**src/rtl/inner_inner_delay_unit.sv**
```systemverilog
// Two independent fixed-latency elastic delay channels. Each channel is a chain
// of DEPTH valid/data stages whose advance is steered back from OUTPUT_<i>_ready.
module inner_inner_delay_unit #(
    parameter int WIDTH = 5,
    parameter int DEPTH = 3
) (
    input  logic             CLK,
    input  logic             RESET,
    input  logic [WIDTH-1:0] INPUT_0_data,
    input  logic             INPUT_0_valid,
    output logic             INPUT_0_ready,
    input  logic [WIDTH-1:0] INPUT_1_data,
    input  logic             INPUT_1_valid,
    output logic             INPUT_1_ready,
    output logic [WIDTH-1:0] OUTPUT_0_data,
    output logic             OUTPUT_0_valid,
    input  logic             OUTPUT_0_ready,
    output logic [WIDTH-1:0] OUTPUT_1_data,
    output logic             OUTPUT_1_valid,
    input  logic             OUTPUT_1_ready
);

    // Handshake: a beat moves across a port in any cycle where valid and ready
    // are both high; a producer keeps valid/data steady until that happens.
    logic [WIDTH-1:0] in_data  [2];
    logic [WIDTH-1:0] out_data [2];
    logic [1:0]       in_valid;
    logic [1:0]       in_ready;
    logic [1:0]       out_valid;
    logic [1:0]       out_ready;

    assign in_data[0]   = INPUT_0_data;
    assign in_data[1]   = INPUT_1_data;
    assign in_valid     = {INPUT_1_valid, INPUT_0_valid};
    assign out_ready    = {OUTPUT_1_ready, OUTPUT_0_ready};

    assign INPUT_0_ready  = in_ready[0];
    assign INPUT_1_ready  = in_ready[1];
    assign OUTPUT_0_valid = out_valid[0];
    assign OUTPUT_1_valid = out_valid[1];
    assign OUTPUT_0_data  = out_data[0];
    assign OUTPUT_1_data  = out_data[1];

    for (genvar ch = 0; ch < 2; ch++) begin : g_ch
        logic [DEPTH-1:0] stg_v;
        logic [WIDTH-1:0] stg_d [DEPTH];
        logic [DEPTH-1:0] load_ok;
        logic             accept;

        // A stage may load if it is empty or its contents move on this cycle;
        // walking from the output back lets bubbles collapse under a stall.
        always_comb begin
            logic go;
            go      = out_ready[ch];
            load_ok = '0;
            for (int k = DEPTH - 1; k >= 0; k--) begin
                go         = !stg_v[k] || go;
                load_ok[k] = go;
            end
        end

        assign in_ready[ch] = load_ok[0] & ~RESET;
        assign accept       = in_valid[ch] & in_ready[ch];

        always_ff @(posedge CLK) begin
            if (RESET) begin
                stg_v <= '0;
                for (int k = 0; k < DEPTH; k++) begin
                    stg_d[k] <= '0;
                end
            end else begin
                if (load_ok[0]) begin
                    stg_v[0] <= accept;
                    if (accept) begin
                        stg_d[0] <= in_data[ch];
                    end
                end
                for (int k = 1; k < DEPTH; k++) begin
                    if (load_ok[k]) begin
                        stg_v[k] <= stg_v[k-1];
                        if (stg_v[k-1]) begin
                            stg_d[k] <= stg_d[k-1];
                        end
                    end
                end
            end
        end

        assign out_valid[ch] = stg_v[DEPTH-1];
        assign out_data[ch]  = stg_d[DEPTH-1];
    end

endmodule

```
**config.mk**
```make
export PLATFORM = sky130hd
export DESIGN_NAME = inner_inner_delay_unit
export DESIGN_NICKNAME = d
export VERILOG_FILES = /design/src/rtl/inner_inner_delay_unit.sv
export SDC_FILE = /design/constraint.sdc
export NUM_CORES = 1
export LEC_CHECK = 0
export ABC_AREA = 1
export BUFFER_PORTS_ARGS = -buffer_cell sky130_fd_sc_hd__buf_2
export CORE_ASPECT_RATIO = 0.7
export CORE_MARGIN = 1
export CORE_UTILIZATION = 49
export CTS_CLUSTER_SIZE = 16
export DETAILED_ROUTE_END_ITERATION = 12
export PLACE_DENSITY = 0.75
export SLEW_MARGIN = 10
export SYNTH_ARGS = -nofsm -noshare
export SYNTH_HDL_FRONTEND = slang
export SYNTH_SLANG_ARGS = --single-unit
```
**constraint.sdc**
```tcl
create_clock -name CLK -period 1.1 [get_ports CLK]
set_input_delay 0.055 -clock CLK [delete_from_list [all_inputs] [get_ports CLK]]
set_output_delay 0.055 -clock CLK [all_outputs]
set_load 0.01 [all_outputs]
```
* Word-level counts from Yosys, hierarchy flattened *
Memory sizes are Yosys's and may differ from the RTL's.
Index checks and enable logic that the tools add are counted.

word-level totals
  register bits = 6
  bits in writable memories = 30
  output and inout bits = 14
  memories kept = 2

cells by class
  multiplexer cells = 32
  bitwise operators = 11
  reduce and logical (&&, ||, !) cells = 12

memory list
  name           depth  bits a word  read ports  clocked after memory_dff  write ports  line  source
  g_ch[0].stg_d  3      5            3           0                         3            46    logic [WIDTH-1:0] stg_d [DEPTH];
  g_ch[1].stg_d  3      5            3           0                         3            46

operators with widths
  operator           number
  two-way mux 5 bit  6
  two-way mux 1 bit  26
  zero test 1 bit    6
  logical OR 1 bit   6
  OR 1 bit           6
  bitwise AND 1 bit  4
  inverter 1 bit     1

* Longest topological paths before layout *
Gate-level depths: netlist of run 1.

  depth in word-level cells = 11
  gate-level depth with buffers = 7
  depth with buffers taken out = 6

* Least setup slack after synthesis of run 1 *
OpenSTA, ideal clock, no wires.

  kind = reg-to-reg
  from = register g_ch[0].stg_v[2]
  to = memory g_ch[0].stg_d[0][0], enable pin
  library setup time = 313 ps
  data arrival time = 937 ps
  data required time = 787 ps
  slack = -150 ps
  stages on the path, launching flop included = 5
  period minus slack after synthesis = 1250 ps
  cell sequence = dfxtp_1 > nand4_1 > nand3_2 > buf_6 > nand2_1

RTL lines
  what                               line  source
  from (decl)                        45    logic [DEPTH-1:0] stg_v;
  from (signal, indexed assignment)  80    stg_v[k] <= stg_v[k-1];
  to (decl)                          46

* Worst setup path after layout of run 1 *
  from = register g_ch[1].stg_v[2]
  to = output INPUT_1_ready

on the way
  cells in the longest elaborated chain, start to end = 5

RTL lines
  what                               line  source
  from (decl)                        45
  from (signal, indexed assignment)  80
  zero test 1 bit                    57    go = !stg_v[k] || go;
  logical OR 1 bit (3 in series)     57
  bitwise AND 1 bit                  62    assign in_ready[ch] = load_ok[0] & ~RESET;
  to (decl)                          14    output logic INPUT_1_ready,

Every way passes these cells.

==> results of run 1 <==
## routing by layer
layer / track usage [%] / routed length (um) / up-vias / share of wire, %
met5: 0 / 0 / - / 0
met4: 11.3 / 70 / 0 / 2.3
met3: 5.32 / 187 / 8 / 6.1
met2: 30.2 / 1490 / 39 / 49
met1: 23.3 / 1310 / 503 / 43
li1: - / - / 531 / -
## worst max-delay path: cells and delay by family, from the launching register on
kind | cells | cell delay, ps
buffers and inverters | 3 | 330
AND/OR/NAND/NOR | 2 | 220
flip-flops | 1 | 360
## through the flow
| stage | cells | hold slack, ps | cell area [sq um] | total power, mW |
|---|---|---|---|---|
| final | 214 | 13.1 | 1940 | 3.03 |
| after global routing | 214 | 16.8 | 1940 | 3.13 |
| after CTS | 213 | 16.5 | 1890 | 3.01 |
| after detailed placement | 202 | 318 | 1740 | 1.89 |
| after global placement | 202 | 309 | 1740 | 1.87 |
| after floorplan | 146 | 117 | 1630 | 1.83 |
## cell usage after synthesis
cell type,instances,area share (%)
nand4_1,2,0.78
inv_2,1,0.23
inv_1,34,8.0
buf_8,3,2.8
edfxtp_1,30,56
nand3_2,2,1.2
a21oi_2,1,0.55
buf_4,10,4.7
nand3_1,2,0.62
a21oi_1,35,11
nand2_4,2,1.4
buf_6,2,1.4
dfxtp_1,6,7.5
nand2_1,16,3.7
## sequential cells by signal, summed over array words and instances, names as in the netlist
register    count
g_ch.stg_v      6
g_ch.stg_d     30
## logic make-up after synthesis
kind of cell / share of synthesized area, %
compound gates: 11.5
flops: 63.7
buf+inv: 17.1
simple gates: 7.80
## power groups by stage
| stage | logic [mW] | registers (mW) | clock network, mW |
|---|---|---|---|
| finish | 0.297 | 1.60 | 1.13 |
| global route | 0.325 | 1.61 | 1.19 |
| global placement | 0.246 | 1.63 | 0 |
| floorplan | 0.202 | 1.63 | 0 |
| detailed placement | 0.261 | 1.63 | 0 |
| CTS | 0.278 | 1.60 | 1.13 |
## final cells by class
cell class	instances	area, sq um	area share [%]
Clock buffer	5	68.8	3.54
Multi-Input combinational cell	61	380	19.6
Clock inverter	3	37.5	1.93
Timing Repair Buffer	38	250	12.9
Tap cell	36	45.0	2.32
Inverter	35	131	6.77
Sequential cell	36	1030	53.0
## how the worst min path moves through the flow
stage	cells after the start	slack (ps)	endpoint
6_report	2	10	g_ch[0].stg_v[0]
5_1_grt	2	20	g_ch[1].stg_v[0]
4_1_cts	2	20	g_ch[1].stg_v[2]
3_5_place_dp	2	320	g_ch[1].stg_v[2]
3_3_place_gp	2	310	g_ch[0].stg_v[2]
2_1_floorplan	1	120	g_ch[0].stg_v[2]
## what timing repair did
item | 4_1_cts | 5_1_grt
setup buffers | 2 | 1
hold buffers | 0 | 0
cloned | 1 | 0
gates resized for setup | 6 | 14
endpoints found under the setup margin | 37 | 52
pin swaps | 5 | 6
==> metrics.md, run 1 <==
| Metric | Value |
|---|---|
| Reg2reg end | `g_ch[1].stg_d[0][9]` |
| Slowest cell on crit path | `dfxtp_2` |
| RSZ-0062 raised after global routing | `yes` |
| Critical Path RT | `between 1000 and 1500 ps` |
| Clock tree buffer depth | `2` |
| Vias | `~1,100` |
| Sw Share | `22.2%` |
| HPWL Detailed | `roughly 1900 um` |
| Overall routing resource usage | `19.0%` |
| # setup viols final | `37` |
| CP endpoint kind | `output pin` |
| Core Footprint | `2940 sq um` |
| Synth cell types | `14` |
| Max Fanout on Critical Path | `4` |
| Fmax | `0.792 GHz` |
| Die Y | `about 50 um` |
| FF+latch count, synth | `36` |
| Crit-path max cell delay | `360 ps` |
| Drt first pass iters | `4` |
| Clock power share | `between 30 and 40%` |
| Vias per inst | `around 5.1` |
| Sequential element share of the synthesized area | `63.7%` |
| Maxcap violations | `0` |
| GPL Wtd Cong | `0.736` |
| Initial Utilization | `a little over half` |
| Setup TNS | `-2360 ps` |
| Drc violations | `0` |
| # IOs | `30` |
| Violated checks | `negative setup slack` |
| Row count | `16` |
| Crit-path cells | `nand4_1 > buf_4 > nand2_4 > inv_2 > buf_6` |
| # nets final | `193` |
| Critical path startpoint category | `register` |
| Post-route antenna net violation count | `0` |
| Most common library cell in the layout ignoring fill and taps | `a21oi_1` |
| Synthesized area per cell | `roughly 11 sq um` |
| R2r setup slk | `-100 ps` |
| Clock sink count | `36` |
| First-pass GRT wire length | `4860 um` |
| Internal Power | `2.36 mW` |
| Slew Limit Fails | `0` |
| VDD IR max | `roughly 0.00093 V` |
| WP data arrival | `1210 ps` |
| Syn nets | `162` |
| Hold Startpoint | `RESET` |
| Reg2reg start | `g_ch[1].stg_v[2]` |
| PwrDens | `1560 nW/um^2` |
| Initial antenna violation count | `0` |
| Min Tclk post-route | `around 1300 ps` |
| CTS H-tree depth | `2` |
| WL final | `3050 um` |
| Crit path kind | `reg2out` |
| Synth-to-Final Area Change | `21.1%` |
| I/O Buffers | `29` |
| Filler cell count | `232` |
| Mapped Area | `1600 sq um` |
| Number of global-route vias before repair | `1,059` |
| Initial drt markers | `50` |
| Clock latency on the worst-skew pair | `a little under 300 ps` |
| Clock root buffer | `clkbuf_8` |
| Die area | `3510 sq um` |
| Critical Path Start | `g_ch[1].stg_v[2]` |
| Reg clk slew, reported paths | `70 ps` |
| Setup slack at placement | `-56.4 ps` |
| Die X | `70.4 um` |
| Post-route setup slack | `-163 ps` |
| Most frequent cells in the layout | `a21oi_1 (34), inv_1 (32), edfxtp_1 (30), buf_2 (27)` |
| Largest net degree at the start of global routing | `18` |
| Net Sw Power | `~0.67 mW` |
| Hold Vio Cnt, Final | `0` |
| Sequential Power Share | `52.9%` |
| Rel. slew slack | `83.5%` |
| Actual slew at the worst max-slew pin | `about 250 ps` |
| Overflow after GRT | `0` |
| Reg2Reg Depth | `4` |
| Hold Path Class | `in2reg` |
| Ys Warns | `0` |
| Tcrit/Tclk final | `115%` |
| Share of layout cells above drive strength 1 | `between 30% and 40%` |
| Finished Core Util | `66.0%` |
| Leak | `~0.88 nW` |
| CTS tree | `built` |
| Mapped Cells | `146` |
| Setup Skew | `4.06 ps` |
| Crit path to | `INPUT_1_ready` |
| CTS Buf Count | `5` |
| N_diodes | `0` |
| Gate power share | `under 10%` |
| Status | `finished with violations` |
| Drt wl/cell | `14.3 um` |
No activity file was read; power rests on OpenSTA's default activity.
==> run 2, diff against run 1 <==
Settings changed: RECOVER_POWER set to 100.
==> run 2 against run 1 <==
  * The flow still finishes with violations (negative setup slack)
  * Combinational power about the same
  * Via count down 0.93%
  * Setup slack worse by 1.5 ps
  * Core utilization down 0.085 points
  * Die area unchanged
  * Critical path depth unchanged
  * Cell count unchanged
  * Global-route usage unchanged
  * Clock power about the same
  * Fmax down 0.12%
  * Total power about the same
==> metrics.md, run 2 (synthesis gave the netlist of run 1 again) <==
| Metric | Value |
|---|---|
| Status | `finished with violations` |
| Violated checks | `negative setup slack` |
| Post-route antenna net violation count | `0` |
| Overall routing resource usage | `19.0%` |
| Hold Path Sink | `g_ch[0].stg_v[0]` |
| Die X | `70.4 um` |
| Overflow after GRT | `0` |
| # IOs | `30` |
| Initial Utilization | `between 50% and 60%` |
| I/O Buffers | `29` |
| Finished Core Util | `65.9%` |
| First-pass GRT wire length | `around 4900 um` |
| Setup TNS | `-2270 ps` |
| Max FFs per register | `30` |
| Reg2Reg Depth | `4` |
| CTS Buf Count | `5` |
| Post-Layout Cell Count | `214` |
| Vias per inst | `5.00` |
| HPWL Detailed | `around 1900 um` |
| Max Fanout on Critical Path | `4` |
| Initial drt markers | `51` |
| # nets final | `around 190` |
| Reg clk slew, reported paths | `70 ps` |
| # setup viols final | `37` |
| Post-route setup slack | `-165 ps` |
| Hold Path Class | `in2reg` |
| Most frequent cells in the layout | `a21oi_1 (34), inv_1 (32), edfxtp_1 (30), buf_2 (27), buf_4 (7)` |
| Vias | `between 1,000 and 1,500` |
| Number of global-route vias before repair | `around 1,100` |
| PwrDens | `approximately 1600 nW/um^2` |
| Biggest register | `g_ch.stg_d` |
| Synth-to-Final Area Change | `20.9%` |
| Setup Skew | `4.31 ps` |
| Most common library cell in the layout ignoring fill and taps | `a21oi_1` |
| Top Family by Delay on Critical Path | `flip-flops` |
| RSZ-0062 raised after global routing | `yes` |
| Rel. slew slack | `83.7%` |
| Fmax | `0.791 GHz` |
| Slowest cell on crit path | `dfxtp_2` |
| Min Tclk post-route | `1260 ps` |
| Maxcap violations | `0` |
| Setup slack at placement | `-56.4 ps` |
| Inst Count DP | `202` |
| Reg2reg end | `g_ch[1].stg_d[0][9]` |
| R2r setup slk | `-110 ps` |
| Critical Path RT | `roughly 1000 ps` |
| WL final | `3050 um` |
| Reg2reg start | `g_ch[1].stg_v[2]` |
| CTS H-tree depth | `2` |
| N_diodes | `0` |
| Initial antenna violation count | `0` |
| Top flop regs | `g_ch.stg_d (30), g_ch.stg_v (6)` |
| Core Footprint | `2940 sq um` |
| Hold Vio Cnt, Final | `0` |
| Post-route design area | `1940 sq um` |
| Die area | `3510 sq um` |
| Clock root buffer | `clkbuf_8` |
| CP endpoint kind | `output pin` |
| Critical path startpoint category | `register` |
| Share of layout cells above drive strength 1 | `39.3%` |
| Clock sink count | `36` |
| Clock tree buffer depth | `2` |
| Crit-path cells | `nand4_1 > buf_4 > nand2_4 > inv_2 > buf_6` |
| Drt first pass iters | `4` |
| VDD IR max | `roughly 0.0009 V` |
| Clock latency on the worst-skew pair | `290 ps` |
| Row count | `16` |
| Slew Limit Fails | `0` |
| Tcrit/Tclk final | `115%` |
| GPL Wtd Cong | `0.736` |
| Crit-path max cell delay | `360 ps` |
| WP buf/inv | `3` |
| Hold Startpoint | `RESET` |
| Leak | `0.883 nW` |
| Drc violations | `0` |
| Drt wl/cell | `14.3 um` |
| Largest net degree at the start of global routing | `18` |
| Die Y | `approximately 50 um` |
| Hold path depth | `2` |
| WP data arrival | `between 1000 and 1500 ps` |
| CTS tree | `built` |
| Dpl cell area | `1740 sq um` |
| Crit path kind | `reg2out` |
| Actual slew at the worst max-slew pin | `243 ps` |
[run 2: layout make-up]
cell class,count,area [sq um]
Clock buffer,5,68.8
Clock inverter,3,37.5
Fill cell,233,1000
Inverter,35,131
Multi-Input combinational cell,61,378
Sequential cell,36,1030
Tap cell,36,45.0
Timing Repair Buffer,38,250
[run 2: metal layers]
layer  GRT usage [%]  share of wire [%]  vias to the layer above
met1            23.3                 43                      494
met4            11.3                2.3                        0
met3            5.32                5.7                        8
met2            30.2                 49                       38
met5               0                  0                        -
li1                -                  -                      531
[run 2: where the power goes]
| part | switching [mW] | internal (mW) |
|---|---|---|
| clock | 0.469 | 0.660 |
| sequential | 0.0244 | 1.58 |
| combinational | 0.179 | 0.117 |
| total | 0.673 | 2.35 |
[run 2: worst max path at each step]
stage,startpoint,endpoint,slack [ps],cells past startpoint
after floorplan,g_ch[0].stg_v[2],g_ch[0].stg_d[0][0],-30,4
after global placement,g_ch[0].stg_v[1],g_ch[0].stg_d[0][10],6,5
after detailed placement,g_ch[0].stg_v[1],g_ch[0].stg_d[0][6],-60,5
after CTS,g_ch[0].stg_v[2],INPUT_0_ready,-120,5
after global routing,g_ch[1].stg_v[2],INPUT_1_ready,-190,5
final,g_ch[1].stg_v[2],INPUT_1_ready,-160,5
[run 2: worst register-to-register path, stage by stage, from the launching register on]
cell,delay (ps)
dfxtp_2,360
nand4_1,180
nand3_2,180
buf_12,160
a21oi_1,80
[run 2: repair_timing]
| item | CTS | global route |
|---|---|---|
| buffers inserted | 2 | 1 |
| endpoints found under the hold margin | 0 | 0 |
| pin swaps | 5 | 6 |
| setup endpoints to repair | 37 | 52 |
| gates cloned | 1 | 0 |
| resized for setup | 6 | 14 |
| hold buffers | 0 | 0 |
[run 2: metrics by stage]
stage	hold WS [ps]	power, mW
3_5_place_dp	318	1.89
2_1_floorplan	117	1.83
4_1_cts	16.5	3.01
6_report	12.9	3.03
5_1_grt	16.8	3.13
3_3_place_gp	309	1.87
==> run 3, diff against run 2 <==
Settings changed: CORE_ASPECT_RATIO 0.7 to 1.5.
==> run 3 against run 2 <==
  * The run still ends with negative setup slack left
  * Sequential share of layout area shrank 7.7 points
  * Via count grew 10%
  * Register-to-register slack lost 40 ps
  * Setup slack gained 10 ps
  * Largest cell class unchanged
  * Largest power group unchanged
==> metrics.md, run 3 (synthesis gave the netlist of run 1 again) <==
| Metric | Value |
|---|---|
| Sequential Power Share | `54.4%` |
| Setup Skew | `7.12 ps` |
| R2r setup slk | `-150 ps` |
| Hold Slack | `between 6 and 7 ps` |
| Reg clk slew, reported paths | `~60 ps` |
| Die area | `3510 sq um` |
| Dpl cell area | `about 1700 sq um` |
| Hold Vio Cnt, Final | `0` |
| CTS tree | `built` |
| I/O Buffers | `29` |
| Clock root buffer | `clkbuf_8` |
| First-pass GRT wire length | `5050 um` |
| Clock power share | `31.1%` |
| GPL Wtd Cong | `0.715` |
| Gate power share | `14.5%` |
| VDD IR max | `0.000934 V` |
| Clock sink count | `36` |
| # nets final | `around 210` |
| Top flop regs | `g_ch.stg_d (30), g_ch.stg_v (6)` |
| Inst Count DP | `205` |
| Synth-to-Final Area Change | `41.7%` |
| Maxcap violations | `0` |
| Clock latency on the worst-skew pair | `~300 ps` |
| Biggest register | `g_ch.stg_d` |
| Setup slack at placement | `-104 ps` |
| Crit path to | `g_ch[1].stg_d[0][4]` |
| Number of global-route vias before repair | `1,131` |
| Largest net degree at the start of global routing | `14` |
| Overall routing resource usage | `20.1%` |
| Min Tclk post-route | `1250 ps` |
| Reg2reg start | `g_ch[1].stg_v[1]` |
| Net Sw Power | `0.742 mW` |
| Die X | `48.7 um` |
| WP data arrival | `1300 ps` |
| Post-route design area | `roughly 2300 sq um` |
| Row count | `25` |
| WL final | `3550 um` |
| Internal Power | `2.20 mW` |
| # setup viols final | `58` |
| Critical path startpoint category | `register` |
| Drt first pass iters | `4` |
| Vias | `1,182` |
| Post-route setup slack | `-154 ps` |
| Drt wl/cell | `15.2 um` |
| Share of layout cells above drive strength 1 | `56.2%` |
| Status | `finished with violations` |
| Actual slew at the worst max-slew pin | `245 ps` |
| Crit path kind | `reg2reg` |
| Hold Path Class | `in2reg` |
| Crit-path max cell delay | `360 ps` |
| Core Footprint | `3130 sq um` |
| Post-Layout Cell Count | `234` |
| Most common library cell in the layout ignoring fill and taps | `inv_1` |
| HPWL Detailed | `between 1500 and 2000 um` |
| Violated checks | `negative setup slack` |
| Reg2reg end | `g_ch[1].stg_d[0][4]` |
| Vias per inst | `5.05` |
| PwrDens | `1300 nW/um^2` |
| CTS Buf Count | `5` |
| Max FFs per register | `30` |
| Slew Limit Fails | `0` |
| N_diodes | `0` |
| Most frequent cells in the layout | `inv_1 (33), edfxtp_1 (30), buf_2 (28), a21oi_2 (22), buf_4 (14)` |
| Fmax | `0.797 GHz` |
| Max Fanout on Critical Path | `7` |
| CP endpoint kind | `register` |
| Drc violations | `0` |
| Initial antenna violation count | `0` |
| CTS H-tree depth | `2` |
| Crit-path cells | `nand4_1 > nand3_2 > buf_6 > buf_16 > a21oi_1` |
| Reg2Reg Depth | `5` |
| # IOs | `30` |
| Total Power | `~2.9 mW` |
| Initial Utilization | `51.3%` |
| Sw Share | `about a quarter` |
| Critical Path Start | `g_ch[1].stg_v[1]` |
| Slowest cell on crit path | `dfxtp_4` |
| CTS Hold Bufs | `0` |
| Rel. slew slack | `83.6%` |
| RSZ-0062 raised after global routing | `yes` |
| Overflow after GRT | `0` |
| Clock tree buffer depth | `2` |
| Post-route antenna net violation count | `0` |
| Die Y | `72.1 um` |
| Leak | `0.980 nW` |
| Tcrit/Tclk final | `114%` |
| Initial drt markers | `53` |
| Critical Path RT | `1140 ps` |
==> run 3: cell count changes in the layout (fill, tap and decap cells not counted), moves of 2 or more <==
cell,change
nand3_4,+2
a21oi_1,-24
a21oi_4,+4
nand2_8,+2
clkinv_1,-2
nand2_2,-3
a21oi_2,+20
buf_6,+4
clkbuf_1,+2
buf_4,+7
==> run 3: stage by stage <==
stage	TNS [ps]	utilization (%)
finish	-5500	72.7
global route	-7540	72.7
CTS	-2470	67.4
detailed placement	-2250	55.7
global placement	-2.32	55.7
floorplan	-629	-
==> run 3: area by class of cell <==
type / count / area (sq um)
flip-flops and latches: 36 / 1030
clock inverters: 1 / 5.00
fillers: 204 / 855
clock buffers: 7 / 76.3
well taps: 40 / 50.0
multi-input cells: 62 / 554
repair buffers: 53 / 425
inverters: 35 / 131
==> run 3: worst max-delay path, delay by kind of cell, from the launching register on <==
kind	cells	cell delay [ps]
DFF	1	360
and+or+nand+nor	2	320
buffers and inverters	2	250
AOI/OAI and AO/OA	1	70
==> run 3: power groups by stage <==
stage | clock, mW | combinational (mW) | sequential [mW]
floorplan | 0 | 0.202 | 1.63
global placement | 0 | 0.240 | 1.63
detailed placement | 0 | 0.256 | 1.63
CTS | 0.912 | 0.353 | 1.60
global route | 0.982 | 0.457 | 1.61
finish | 0.915 | 0.428 | 1.60
==> run 3: how the worst min path moves through the flow <==
stage / from / to / slack [ps] / depth (start not counted)
6_report: RESET / g_ch[0].stg_v[0] / 7 / 2
5_1_grt: RESET / g_ch[0].stg_v[0] / 10 / 2
3_3_place_gp: RESET / g_ch[1].stg_v[2] / 300 / 2
4_1_cts: RESET / g_ch[1].stg_v[1] / 10 / 2
2_1_floorplan: RESET / g_ch[0].stg_v[2] / 120 / 1
3_5_place_dp: RESET / g_ch[1].stg_v[2] / 330 / 2
==> run 3: timing repair <==
| item | in CTS | in global routing |
|---|---|---|
| endpoints found under the hold margin | 0 | 0 |
| setup buffers | 13 | 4 |
| gates cloned | 3 | 1 |
| gates resized for setup | 32 | 28 |
| pin swaps | 19 | 17 |
| setup endpoints to repair | 32 | 53 |
==> run 3: metal layers <==
metal,GRT usage [%],routed length [um],share of wire (%)
met3,5.87,144,4.1
met2,36.7,1990,56
met4,12.1,70,2.0
met5,0,0,0
met1,19.7,1350,38
